**src/rtl/sva_range_seq_gen.sv**
```systemverilog
// Stimulus generator for a |-> ##[MIN_DLY:MAX_DLY] b checkers: each accepted request
// emits one a_out pulse and one b_out pulse D cycles later, with D fixed, random or out-of-window.
module sva_range_seq_gen #(
    parameter int          MIN_DLY   = 1,
    parameter int          MAX_DLY   = 3,
    parameter int          CNT_W     = 8,
    parameter logic [15:0] LFSR_SEED = 16'hACE1
) (
    input  logic             clk,
    input  logic             rst_n,
    input  logic             start,
    input  logic [1:0]       mode,
    input  logic [CNT_W-1:0] dly_in,
    output logic             ready,
    output logic             a_out,
    output logic             b_out,
    output logic [CNT_W-1:0] issued_dly,
    output logic             expect_pass,
    output logic             done,
    output logic             cfg_err,
    output logic [CNT_W-1:0] txn_count
);

    localparam logic [CNT_W-1:0] MIN_C   = CNT_W'(MIN_DLY);
    localparam logic [CNT_W-1:0] RANGE_C = CNT_W'(MAX_DLY - MIN_DLY + 1);
    localparam logic [CNT_W-1:0] EARLY_C = CNT_W'(MIN_DLY - 1);
    localparam logic [CNT_W-1:0] LATE_C  = CNT_W'(MAX_DLY + 1);

    typedef enum logic [1:0] {S_IDLE, S_ANT, S_WAIT} state_t;

    state_t           state_q, state_d;
    logic [CNT_W-1:0] cnt_q, cnt_d;
    logic [CNT_W-1:0] dly_q, dly_d;
    logic [CNT_W-1:0] txn_q, txn_d;
    logic [15:0]      lfsr_q, lfsr_d;
    logic             pass_q, pass_d;
    logic             ready_q, ready_d;
    logic             a_q, a_d;
    logic             b_q, b_d;
    logic             cfg_q, cfg_d;

    logic             req, reject, accept;
    logic [CNT_W-1:0] lfsr_lo;
    logic [CNT_W-1:0] new_dly;

    always_ff @(posedge clk or negedge rst_n) begin
        if (!rst_n) begin
            state_q <= S_IDLE;
            cnt_q   <= '0;
            dly_q   <= '0;
            txn_q   <= '0;
            lfsr_q  <= LFSR_SEED;
            pass_q  <= 1'b0;
            ready_q <= 1'b0;
            a_q     <= 1'b0;
            b_q     <= 1'b0;
            cfg_q   <= 1'b0;
        end else begin
            state_q <= state_d;
            cnt_q   <= cnt_d;
            dly_q   <= dly_d;
            txn_q   <= txn_d;
            lfsr_q  <= lfsr_d;
            pass_q  <= pass_d;
            ready_q <= ready_d;
            a_q     <= a_d;
            b_q     <= b_d;
            cfg_q   <= cfg_d;
        end
    end

    // Pulse outputs are computed one cycle ahead so they come straight from flops.
    always_comb begin
        lfsr_d  = {lfsr_q[14:0], lfsr_q[15] ^ lfsr_q[13] ^ lfsr_q[12] ^ lfsr_q[10]};
        lfsr_lo = CNT_W'(lfsr_q);

        unique case (mode)
            2'b00:   new_dly = dly_in;
            2'b01:   new_dly = MIN_C + (lfsr_lo % RANGE_C);
            2'b10:   new_dly = EARLY_C;
            default: new_dly = LATE_C;
        endcase

        req    = start && ready_q;
        reject = req && (mode == 2'b10) && (MIN_DLY == 0);
        accept = req && !reject;

        state_d = state_q;
        cnt_d   = cnt_q;
        dly_d   = dly_q;
        pass_d  = pass_q;
        a_d     = 1'b0;
        b_d     = 1'b0;
        cfg_d   = reject;
        txn_d   = b_q ? txn_q + CNT_W'(1) : txn_q;

        unique case (state_q)
            S_IDLE: begin
                if (accept) begin
                    state_d = S_ANT;
                    dly_d   = new_dly;
                    pass_d  = (int'(new_dly) >= MIN_DLY) && (int'(new_dly) <= MAX_DLY);
                    a_d     = 1'b1;
                    b_d     = (new_dly == '0);
                end
            end
            S_ANT: begin
                if (dly_q == '0) begin
                    state_d = S_IDLE;
                end else begin
                    state_d = S_WAIT;
                    cnt_d   = dly_q - CNT_W'(1);
                    b_d     = (dly_q == CNT_W'(1));
                end
            end
            S_WAIT: begin
                if (cnt_q == '0) begin
                    state_d = S_IDLE;
                end else begin
                    cnt_d = cnt_q - CNT_W'(1);
                    b_d   = (cnt_q == CNT_W'(1));
                end
            end
            default: state_d = S_IDLE;
        endcase

        ready_d = (state_d == S_IDLE);
    end

    assign ready       = ready_q;
    assign a_out       = a_q;
    assign b_out       = b_q;
    assign done        = b_q;
    assign cfg_err     = cfg_q;
    assign issued_dly  = dly_q;
    assign expect_pass = pass_q;
    assign txn_count   = txn_q;

endmodule

```
**config.mk**
```make
export PLATFORM = sky130hd
export DESIGN_NAME = sva_range_seq_gen
export DESIGN_NICKNAME = d
export VERILOG_FILES = /design/src/rtl/sva_range_seq_gen.sv
export SDC_FILE = /design/constraint.sdc
export NUM_CORES = 1
export LEC_CHECK = 0
export CAP_MARGIN = 15
export CORE_MARGIN = 2
export CORE_UTILIZATION = 55
export CTS_CLUSTER_DIAMETER = 50
export DETAILED_ROUTE_END_ITERATION = 10
export PLACE_DENSITY = 0.82
export SYNTH_ARGS = -nofsm -noshare
export SYNTH_HDL_FRONTEND = slang
export SYNTH_SLANG_ARGS = --single-unit
```
**constraint.sdc**
```tcl
create_clock -name clk -period 5.4 [get_ports clk]
set_input_delay 1.08 -clock clk [delete_from_list [all_inputs] [get_ports clk]]
set_output_delay 1.08 -clock clk [all_outputs]
set_load 0.02 [all_outputs]
```
# ---- Word-level counts from Yosys, hierarchy flattened
# Index checks and enable logic that the tools add are counted.
dict set report totals {
  ff_bits 46
  inputBits 13
  output_inout_bits 22
  word_cells 52
}
dict set report op_classes {
  addsub 4
  div 1
  magnitude_cmp 2
  n_eq_ne 8
  muxes 14
  n_bitwise 3
  n_reduce_logical 11
}
# cell n
set ops {}
lappend ops {{zero test 8 bit} 3}
lappend ops {{case mux 8 bit (3 select lines)} 1}
lappend ops {{equality test 8 x 1 -> 1 bit (second input constant)} 2}
lappend ops {{2-to-1 mux 8 bit} 2}
lappend ops {{case mux 8 bit (2 select lines)} 1}
lappend ops {{subtractor 8 x 1 -> 8 bit (second input constant)} 2}
lappend ops {{adder 1 x 8 -> 8 bit (first input constant)} 1}
lappend ops {{adder 8 x 1 -> 8 bit (second input constant)} 1}
lappend ops {{greater-or-equal comparator 8 x 1 -> 1 bit (second input constant)} 1}
lappend ops {{less-or-equal comparator 8 x 2 -> 1 bit (second input constant)} 1}
lappend ops {{modulo 8 x 2 -> 8 bit (second input constant)} 1}
lappend ops {{zero test 2 bit} 3}
lappend ops {{2-to-1 mux 2 bit} 3}
lappend ops {{case mux 2 bit (3 select lines)} 1}
lappend ops {{2-to-1 mux 1 bit} 5}
lappend ops {{equality test 2 x 1 -> 1 bit (second input constant)} 2}
lappend ops {{equality test 2 bit (second input constant)} 2}
lappend ops {{!= test 2 bit (second input constant)} 2}
lappend ops {{case mux 1 bit (3 select lines)} 1}
lappend ops {{AND reduction 3 bit} 1}
lappend ops {{bitwise XOR 1 bit} 3}
lappend ops {{logical AND 1 bit} 2}
lappend ops {{AND reduction 2 bit} 1}
lappend ops {{nonzero test 2 bit} 1}

# ---- Longest topological paths before layout
# Gate-level depths: netlist of run 1.
dict set report logic_depth {
  word_depth 6
  mapped_depth 22
  ltp_nobuf 19
}

# ---- Worst setup path after synthesis of run 1
# OpenSTA, ideal clock, no wires.
dict set report synth_timing {
  path_kind {reg2reg}
  start {register lfsr_q[7]}
  end {register b_q (netlist: b_out)}
  setup_time_ns 0.104
  arrival_ns 4.198
  t_required_ns 5.296
  path_slack_ns 1.098
  path_stages_with_launch 23
  path_buffers 3
  period_less_slack_ns 4.302
  path_cell_list {dfstp_2 > buf_2 > xor2_1 > o21ai_0 > a211oi_1 > or3_1 > buf_2 > ha_1 > clkbuf_1 > inv_1 > and4_1 > o21ai_0 > ha_1 > nor2_1 > nand2_1 > mux2_2 > ha_1 > nor3_1 > mux2i_1 > and3_1 > a211oi_1 > nand2_1 > o41ai_2}
}
dict set report synth_between {
  elab_chain_cells 6
}
# element line
set synth_rtl {}
lappend synth_rtl {{start, declared} 35} ;# logic [15:0] lfsr_q, lfsr_d;
lappend synth_rtl {{start signal, assigned} 63} ;# lfsr_q <= lfsr_d;
lappend synth_rtl {{modulo 8 x 2 -> 8 bit} 79} ;# 2'b01: new_dly = MIN_C + (lfsr_lo % RANGE_C);
lappend synth_rtl {{adder 1 x 8 -> 8 bit} 79}
lappend synth_rtl {{case mux 8 bit (3 select lines)} 77} ;# unique case (mode)
lappend synth_rtl {{zero test 8 bit} 104} ;# b_d = (new_dly == '0);
lappend synth_rtl {{2-to-1 mux 1 bit} 99} ;# if (accept) begin
lappend synth_rtl {{case mux 1 bit (3 select lines)} 97} ;# unique case (state_q)
lappend synth_rtl {{named net b_d} 39} ;# logic b_q, b_d;
lappend synth_rtl {{end signal, assigned} 56} ;# b_q <= 1'b0;
lappend synth_rtl {{end signal, assigned} 67} ;# b_q <= b_d;
lappend synth_rtl {{end, declared} 39}
# The timed path passes the listed nets, and every way through them passes these cells.
# A chain may end at the register's enable or synchronous reset.

# ---- Worst setup path in the final report of run 1
# Same ends and word-level chain as after synthesis.

==> summary.md, run 1 <==
| Metric | Value |
|---|---|
| Met3 GRT Util | `0.03910` |
| Crit path required time | `5.60 ns` |
| Core Util, Final | `0.6494` |
| First-pass GRT wire length | `10,610 um` |
| GRT Total Usage | `0.2226` |
| Clk buf depth | `2` |
| Post-synthesis mux area share | `0.04348` |
| Drt wl/cell | `15.10 um` |
| Diode count | `0` |
| GRT met2 Usage | `0.3451` |
| Worst Path Arrival | `5.09 ns` |
| Synth Area in Compound Gates | `0.2087` |
| Hold path depth | `0` |
| Total power | `0.001381 W` |
| Pre-antenna DRT Iters | `4` |
| Setup TNS | `0 ns` |
| Setup crit end kind | `flip-flop` |
| Fin cells | `397` |
| Total of max-cap violations | `0` |
| Sequential element share of the synthesized area | `0.4035` |
| Vias/cell | `5.982` |
| Area growth, synth to finish | `14.52%` |
| Final wirelength | `5995 um` |
| Seq cells post-synth | `46` |
| Die height | `between 70 and 80 um` |
| Startpoint types | `flip-flop` |
| Vias | `roughly 2,400` |
| HP Start | `lfsr_q[8]$_DFF_PN0_` |
| Layout cells sized above 1 | `0.07645` |
| Critical R2R Capture | `b_out$_DFF_PN0_` |
| Post-synth cell types | `60` |
| Simple-gate portion of the synthesized area | `0.1748` |
| Starting Density | `0.5671` |
| Area contributors post-synth | `dfrtp_1, dfstp_2, ha_1, xnor2_1, a21oi_1` |
| Die area | `0.005827 mm^2` |
| Site Rows | `26` |
| Final Hold Slack | `roughly 0.35 ns` |
| Outcome | `finished, final reports clean` |
| CTS Buf Count | `5` |
| Worst Skew | `0.009877 ns` |
| Largest net degree at the start of global routing | `47` |
| Crit-path max FO | `13` |
| Port bufs | `33` |
| Initial DRC Count | `151` |
| Post-Synth Adder-Cell Area | `0.05652` |
| Final ANT Viol Nets | `0` |
| Number of I/O pins | `35` |
| # fillers | `430` |
| Die width | `76.34 um` |
| Clk sinks | `46` |
| Final nets | `~350` |
| DRC violations left | `0` |
| Peak VDD IR | `0.1741 mV` |
| R2R depth | `19` |
| Hold_buf cts | `0` |
| Post-Synth XOR/XNOR Area | `0.05783` |
| GRT busiest layer | `met2` |
| Dpl cells | `389` |
| Worst slew pin tran | `around 0.97 ns` |
| P per Cell Area | `419.2 mW/mm^2` |
| Clk_lat worst skew | `0.30 ns` |
| Synthesized area | `~0.0029 mm^2` |
| CTS tree | `built` |
| Core ar. | `0.005075 mm^2` |
| Synth Warn # | `0` |
| R2R Setup Slk | `0.51 ns` |
| Clock root buffer | `clkbuf_8` |
| Async SR Flop Fraction | `1.000` |
| F_max | `0.2043 GHz` |
| Slew Limit Fails | `0` |
| EDFF count, synth | `0` |
| Rel. slew slack | `0.3539` |
| Syn Inst Count | `a little over 300` |
| Critical setup path kind | `reg2reg` |
| RSZ-0062 raised after global routing | `no` |
| Initial antenna violation count | `0` |
| Setup-failing EPs final | `0` |
| Fin crit period | `4.894 ns` |
| Vias in the first global route | `2,196` |
| Mean Syn Cell Area | `about 9.5 um^2` |
| Clk slew on worst S/H paths | `about 0.080 ns` |
| FF-to-FF Start | `lfsr_q[7]$_DFF_PN1_` |
| Hold WC Path Type | `reg2reg` |
| Remaining global-route overflow | `0` |
| FF+latch area | `0.001161 mm^2` |
| DP HPWL | `4396 um` |
| Period utilisation layout | `0.9064` |
| Largest family of logic cells by synthesized area | `compound AO/OA/AOI/OAI gates` |
| Share of the synthesized area in the top cell type | `0.3304` |
| Main flop type after synthesis | `dfrtp_1` |
| RD Place Congestion | `~0.93` |
| Met1 Resource Use GR | `0.3088` |
| Hold violation total from the final report | `0` |
| H-tree Lvls | `2` |
| P_leak | `1.399 nW` |
| Syn nets | `328` |
| Hold Path End | `lfsr_q[9]$_DFF_PN0_` |
| Area leader, netlist | `dfrtp_1` |
| Multi-input logic area | `between 0.0015 and 0.002 mm^2` |
worst max path at each step:
stage | startpoint | endpoint | slack [ns] | cells past startpoint
final | lfsr_q[7]$_DFF_PN1_ | b_out$_DFF_PN0_ | 0.51 | 19
after global placement | lfsr_q[7]$_DFF_PN1_ | b_out$_DFF_PN0_ | 0.69 | 18
after CTS | lfsr_q[7]$_DFF_PN1_ | b_out$_DFF_PN0_ | 0.51 | 19
after detailed placement | lfsr_q[7]$_DFF_PN1_ | expect_pass$_DFFE_PN0P_ | 0.53 | 19
after global routing | lfsr_q[7]$_DFF_PN1_ | b_out$_DFF_PN0_ | 0.01 | 19
after floorplan | lfsr_q[7]$_DFF_PN1_ | b_out$_DFF_PN0_ | 1.10 | 22
cell usage in the layout (no fill, tap or decap), types with 3 or more instances in the layout:
cell,count
clkdlybuf4s50_1,32
nor4_1,4
nor4b_1,3
and3_1,4
o211ai_1,5
nor3_1,9
mux2i_1,8
or3_1,7
xor2_1,8
nand4_1,4
o31ai_1,4
nor2_1,12
a21oi_1,19
nand2_1,20
a21o_1,6
xnor2_1,11
inv_1,18
dfstp_2,8
mux2_2,4
a211oi_1,3
o22a_1,7
dfrtp_1,38
nand3_1,11
o21ai_0,15
ha_1,12
clkbuf_8,5
cells in the mapped netlist, types with 2 or more instances:
| master | n |
|---|---|
| buf_4 | 2 |
| xnor2_1 | 11 |
| a22oi_1 | 2 |
| nor4_1 | 4 |
| nand3_1 | 11 |
| a21oi_1 | 19 |
| and3_1 | 4 |
| inv_1 | 18 |
| a21o_1 | 6 |
| nor2_1 | 12 |
| buf_2 | 4 |
| o22ai_1 | 2 |
| o31a_1 | 2 |
| a22o_1 | 2 |
| nand2b_1 | 2 |
| nand4b_1 | 2 |
| and4_1 | 2 |
| nor2b_1 | 2 |
| xor2_1 | 8 |
| o21ai_0 | 15 |
| a211oi_1 | 3 |
| clkbuf_1 | 8 |
| nor3_1 | 9 |
| o22a_1 | 7 |
| a31oi_1 | 2 |
| nand4_1 | 4 |
| mux2_2 | 4 |
| a21boi_0 | 2 |
| dfstp_2 | 8 |
| o211ai_1 | 5 |
| o31ai_1 | 4 |
| ha_1 | 13 |
| a221oi_1 | 2 |
| buf_6 | 2 |
| mux2i_1 | 8 |
| or3_1 | 7 |
| a211o_1 | 2 |
| nand2_1 | 20 |
| nor4b_1 | 3 |
| dfrtp_1 | 38 |
| nor3b_1 | 2 |
layout make-up:
class,count,area share
multi-input cells,222,0.4746
flip-flops and latches,46,0.3523
repair buffers,33,0.09871
well taps,70,0.02658
clock buffers,5,0.02088
inverters,18,0.02050
clock inverters,3,0.006454
kinds of logic (layout without fill, tap and decap cells):
group	after synthesis	count (layout)
flops	46	46
other cells	1	1
simple gates	91	91
fa+ha+maj	13	13
xor+xnor	19	19
compound gates	86	86
mux	12	12
buf+inv	34	59
power breakdown:
part | total (W) | switching [W] | internal [W] | leakage (nW)
logic | 0.000618 | 0.000328 | 0.000290 | 0.780
clock network | 0.000207 | 0.000116 | 0.0000909 | 0.0441
registers | 0.000557 | 0.000119 | 0.000437 | 0.575
sequential cells by signal, summed over array words and instances (netlist names):
register,count
txn_count,8
lfsr_q,16
a_out,1
cnt_q,8
expect_pass,1
issued_dly,8
b_out,1
state_q,2
ready,1
critical path, cell delays in order (launching register included):
cell and delay (ns):
dfstp_2 0.65, xor2_1 0.22, o21ai_0 0.10, a211oi_1 0.24
or3_1 0.36, ha_1 0.38, inv_1 0.14, and4_1 0.22
o21ai_0 0.24, ha_2 0.36, nor2_1 0.08, nand2_1 0.11
mux2_2 0.34, ha_1 0.25, nor3_1 0.24, mux2i_1 0.12
and3_1 0.19, a211oi_1 0.23, nand2_1 0.11, o41ai_2 0.20
timing repair:
action,CTS,global route
endpoints found under the setup margin,0,2
resized for setup,0,1
setup buffers,0,0
metal layers:
layer | wire length [um] | vias up
met3 | 252 | 12
met5 | 0 | -
met1 | 2844 | 1125
li1 | - | 1165
met4 | 143 | 0
met2 | 2754 | 73
per-stage QoR:
step	area, um^2	worst slack [ns]
2_1_floorplan	2878	1.098
5_1_grt	3296	0.01394
4_1_cts	3293	0.5109
6_report	3296	0.5056
3_5_place_dp	3203	0.5340
3_3_place_gp	3203	0.6922
Note: power is estimated with default switching activity, not from simulation.
==> run 2, diff against run 1 <==
--- a/config.mk
+++ b/config.mk
@@ -10,6 +10,7 @@
 export CORE_UTILIZATION = 55
 export CTS_CLUSTER_DIAMETER = 50
 export DETAILED_ROUTE_END_ITERATION = 10
+export GPL_TIMING_DRIVEN = 0
 export PLACE_DENSITY = 0.82
 export SYNTH_ARGS = -nofsm -noshare
 export SYNTH_HDL_FRONTEND = slang
==> summary.md, run 2 (synthesis gave the netlist of run 1 again) <==
| Metric | Value |
|---|---|
| Outcome | `finished, final reports clean` |
| Crit-path leading delay family | `simple AND/OR/NAND/NOR gates` |
| Rel. slew slack | `0.6236 (+0.2696)` |
| Commonest non-fill, non-tap cell in the layout | `dfrtp_1` |
| Die height | `76.34 um (unchanged)` |
| Setup TNS | `0 ns (unchanged)` |
| First-pass GRT wire length | `10,230 um (-3.6%)` |
| GRT Total Usage | `0.2128 (-0.009771)` |
| Port bufs | `33 (unchanged)` |
| DP HPWL | `4550 um (+3.5%)` |
| Vias in the first global route | `2,202 (+0.27%)` |
| Die width | `76.34 um (unchanged)` |
| Worst slew pin tran | `0.5647 ns (-0.4044 ns)` |
| CP cell instances | `buf_2, xor2_1, o21ai_0, a211oi_1, or3_1, buf_2, ha_1, inv_1, and4_1, o21ai_1, ha_1, nor2_1, nand2_1, mux2_2, ha_1, nor3_1, mux2i_1, and3_1, a211oi_1, nand2_1, o41ai_2` |
| Layout cells sized above 1 | `0.09621 (+0.01976)` |
| Comb pwr share | `0.455 (+0.008)` |
| F_max | `0.2063 GHz (+0.95%)` |
| P per Cell Area | `410.7 mW/mm^2 (-2.0%)` |
| Hold_buf cts | `0 (unchanged)` |
| Final nets | `368 (+4.5%)` |
| Initial antenna violation count | `0 (unchanged)` |
| Clock root buffer | `clkbuf_8` |
| Remaining global-route overflow | `0 (unchanged)` |
| Number of I/O pins | `35 (unchanged)` |
| Clk slew on worst S/H paths | `0.08 ns (about the same)` |
| CTS Buf Count | `5 (unchanged)` |
| DRC violations left | `0 (unchanged)` |
| Reg with most FFs | `lfsr_q` |
| Final wirelength | `6052 um (+0.95%)` |
| Clk sinks | `46 (unchanged)` |
| Final ANT Viol Nets | `0 (unchanged)` |
| Die area | `0.005827 mm^2 (unchanged)` |
| Hold WC Path Type | `reg2reg` |
| Site Rows | `26 (unchanged)` |
| Peak VDD IR | `0.1819 mV (+4.5%)` |
| Crit-path max FO | `10 (-3)` |
| Initial DRC Count | `112 (-26%)` |
| Setup crit end kind | `flip-flop` |
| RSZ-0062 raised after global routing | `no` |
| Crit path required time | `5.59 ns (about the same)` |
| P_leak | `1.471 nW (+5.1%)` |
| Vias/cell | `6.015 (+0.54%)` |
| Slowest stage delay, CP | `0.55 ns (-0.10 ns)` |
| Number of flip-flops under the largest register name | `16 (unchanged)` |
| Final Instance Area | `0.003395 mm^2 (+3.0%)` |
| Clk_lat worst skew | `0.30 ns (about the same)` |
| Largest net degree at the start of global routing | `29 (-38%)` |
| Critical Path Most Common Cell | `ha_1` |
| Vias | `2,484 (+4.6%)` |
| Drt wl/cell | `14.65 um (-3.0%)` |
| Period utilisation layout | `0.8978 (-0.008523)` |
| Seq pwr share | `0.398 (-0.005)` |
| Area growth, synth to finish | `17.96%` |
| RD Place Congestion | `0.9521 (+2.0%)` |
| Clk buf depth | `2 (unchanged)` |
| Core Util, Final | `0.6689 (+0.01948)` |
| Critical setup path kind | `reg2reg` |
| Starting Density | `0.5671 (unchanged)` |
| Slew Limit Fails | `0 (unchanged)` |
| Core ar. | `0.005075 mm^2 (unchanged)` |
| H-tree Lvls | `2 (unchanged)` |
| Setup-failing EPs final | `0 (unchanged)` |
| R2R Setup Slk | `0.55 ns (+0.05 ns)` |
| NetSw | `0.0005693 W (+1.0%)` |
| P_int | `0.0008248 W (+0.82%)` |
| CTS tree | `built` |
| Total of max-cap violations | `0 (unchanged)` |
| Worst Path Arrival | `5.04 ns (-0.05 ns)` |
| Fin crit period | `4.848 ns (-0.04602 ns)` |
| Diode count | `0 (unchanged)` |
| Hold violation total from the final report | `0 (unchanged)` |
| Crit path buf inv count | `3 (+2)` |
| Clk pwr share | `0.147 (-0.003)` |
| Dpl cell area | `0.003311 mm^2 (+3.4%)` |
| Worst Skew | `0.003105 ns (-0.006772 ns)` |
| Most frequent cells in the layout | `dfrtp_1, clkdlybuf4s50_1, nand2_1` |
| Pre-antenna DRT Iters | `4 (unchanged)` |
| Worst path slowest cell | `dfstp_2` |
| Switching Share | `0.4084 (+0.0005234)` |
| Startpoint types | `flip-flop` |
## run 2: changes by cell type in the layout (fill, tap and decap cells not counted), sizes merged
cell / previous run / this run
buf: 1 / 10
clkbuf: 5 / 12
clkinvlp: 1 / 0
inv: 18 / 19
## run 2: power by group through the flow
stage | clock, W | sequential (W) | combinational (W)
3_3_place_gp | 0 | 0.000553 | 0.000614
4_1_cts | 0.000210 | 0.000552 | 0.000635
6_report | 0.000205 | 0.000555 | 0.000634
3_5_place_dp | 0 | 0.000558 | 0.000631
2_1_floorplan | 0 | 0.000596 | 0.000358
5_1_grt | 0.000228 | 0.000568 | 0.000703
## run 2: final cells by class
cell class              instances  area [um^2]
inverters                      18        67.56
clock inverters                 3        18.77
multi-input cells             222         1562
clock buffers                   5        68.82
repair buffers                 34        345.3
flip-flops and latches         46         1161
well taps                      70        87.58
fillers                       429         1680
plain buffers                  15        83.83
## run 2: repair_timing
action,CTS,global route
setup buffers,0,0
gates resized for setup,0,1
endpoints found under the setup margin,0,2
## run 2: per-stage QoR
| step | total power, W | cells | setup WS [ns] | hold WS, ns |
|---|---|---|---|---|
| 2_1_floorplan | 0.0009543 | 302 | 1.098 | 0.3312 |
| 3_3_place_gp | 0.001168 | 405 | 0.3851 | 0.3370 |
| 3_5_place_dp | 0.001188 | 406 | 0.3786 | 0.3418 |
| 4_1_cts | 0.001398 | 414 | 0.3510 | 0.3514 |
| 5_1_grt | 0.001500 | 413 | 0.08090 | 0.3679 |
| 6_report | 0.001394 | 413 | 0.5516 | 0.3543 |
## run 2: worst paths after layout
path | start | endpoint | cells after the start
max in group asynchronous | rst_n | lfsr_q[15]$_DFF_PN1_ | 2
max reg2reg | lfsr_q[7]$_DFF_PN1_ | b_out$_DFF_PN0_ | 21
min | lfsr_q[9]$_DFF_PN0_ | lfsr_q[10]$_DFF_PN1_ | 0
max | lfsr_q[7]$_DFF_PN1_ | b_out$_DFF_PN0_ | 21
min in group asynchronous | rst_n | txn_count[5]$_DFFE_PN0P_ | 1
min reg2reg | lfsr_q[9]$_DFF_PN0_ | lfsr_q[10]$_DFF_PN1_ | 0
## run 2: metal layers
metal | track usage | part of all wire
met5 | 0 | 0
met4 | 0.08182 | 0.023
met3 | 0.03081 | 0.046
met2 | 0.3389 | 0.47
met1 | 0.2956 | 0.46
==> run 3, diff against run 2 <==
--- a/config.mk
+++ b/config.mk
@@ -9,6 +9,7 @@
 export CORE_MARGIN = 2
 export CORE_UTILIZATION = 55
 export CTS_CLUSTER_DIAMETER = 50
+export CTS_CLUSTER_SIZE = 30
 export DETAILED_ROUTE_END_ITERATION = 10
 export GPL_TIMING_DRIVEN = 0
 export PLACE_DENSITY = 0.82
==> results of run 3 <==
The final DEF is identical to that of run 2; final timing and power are the same.
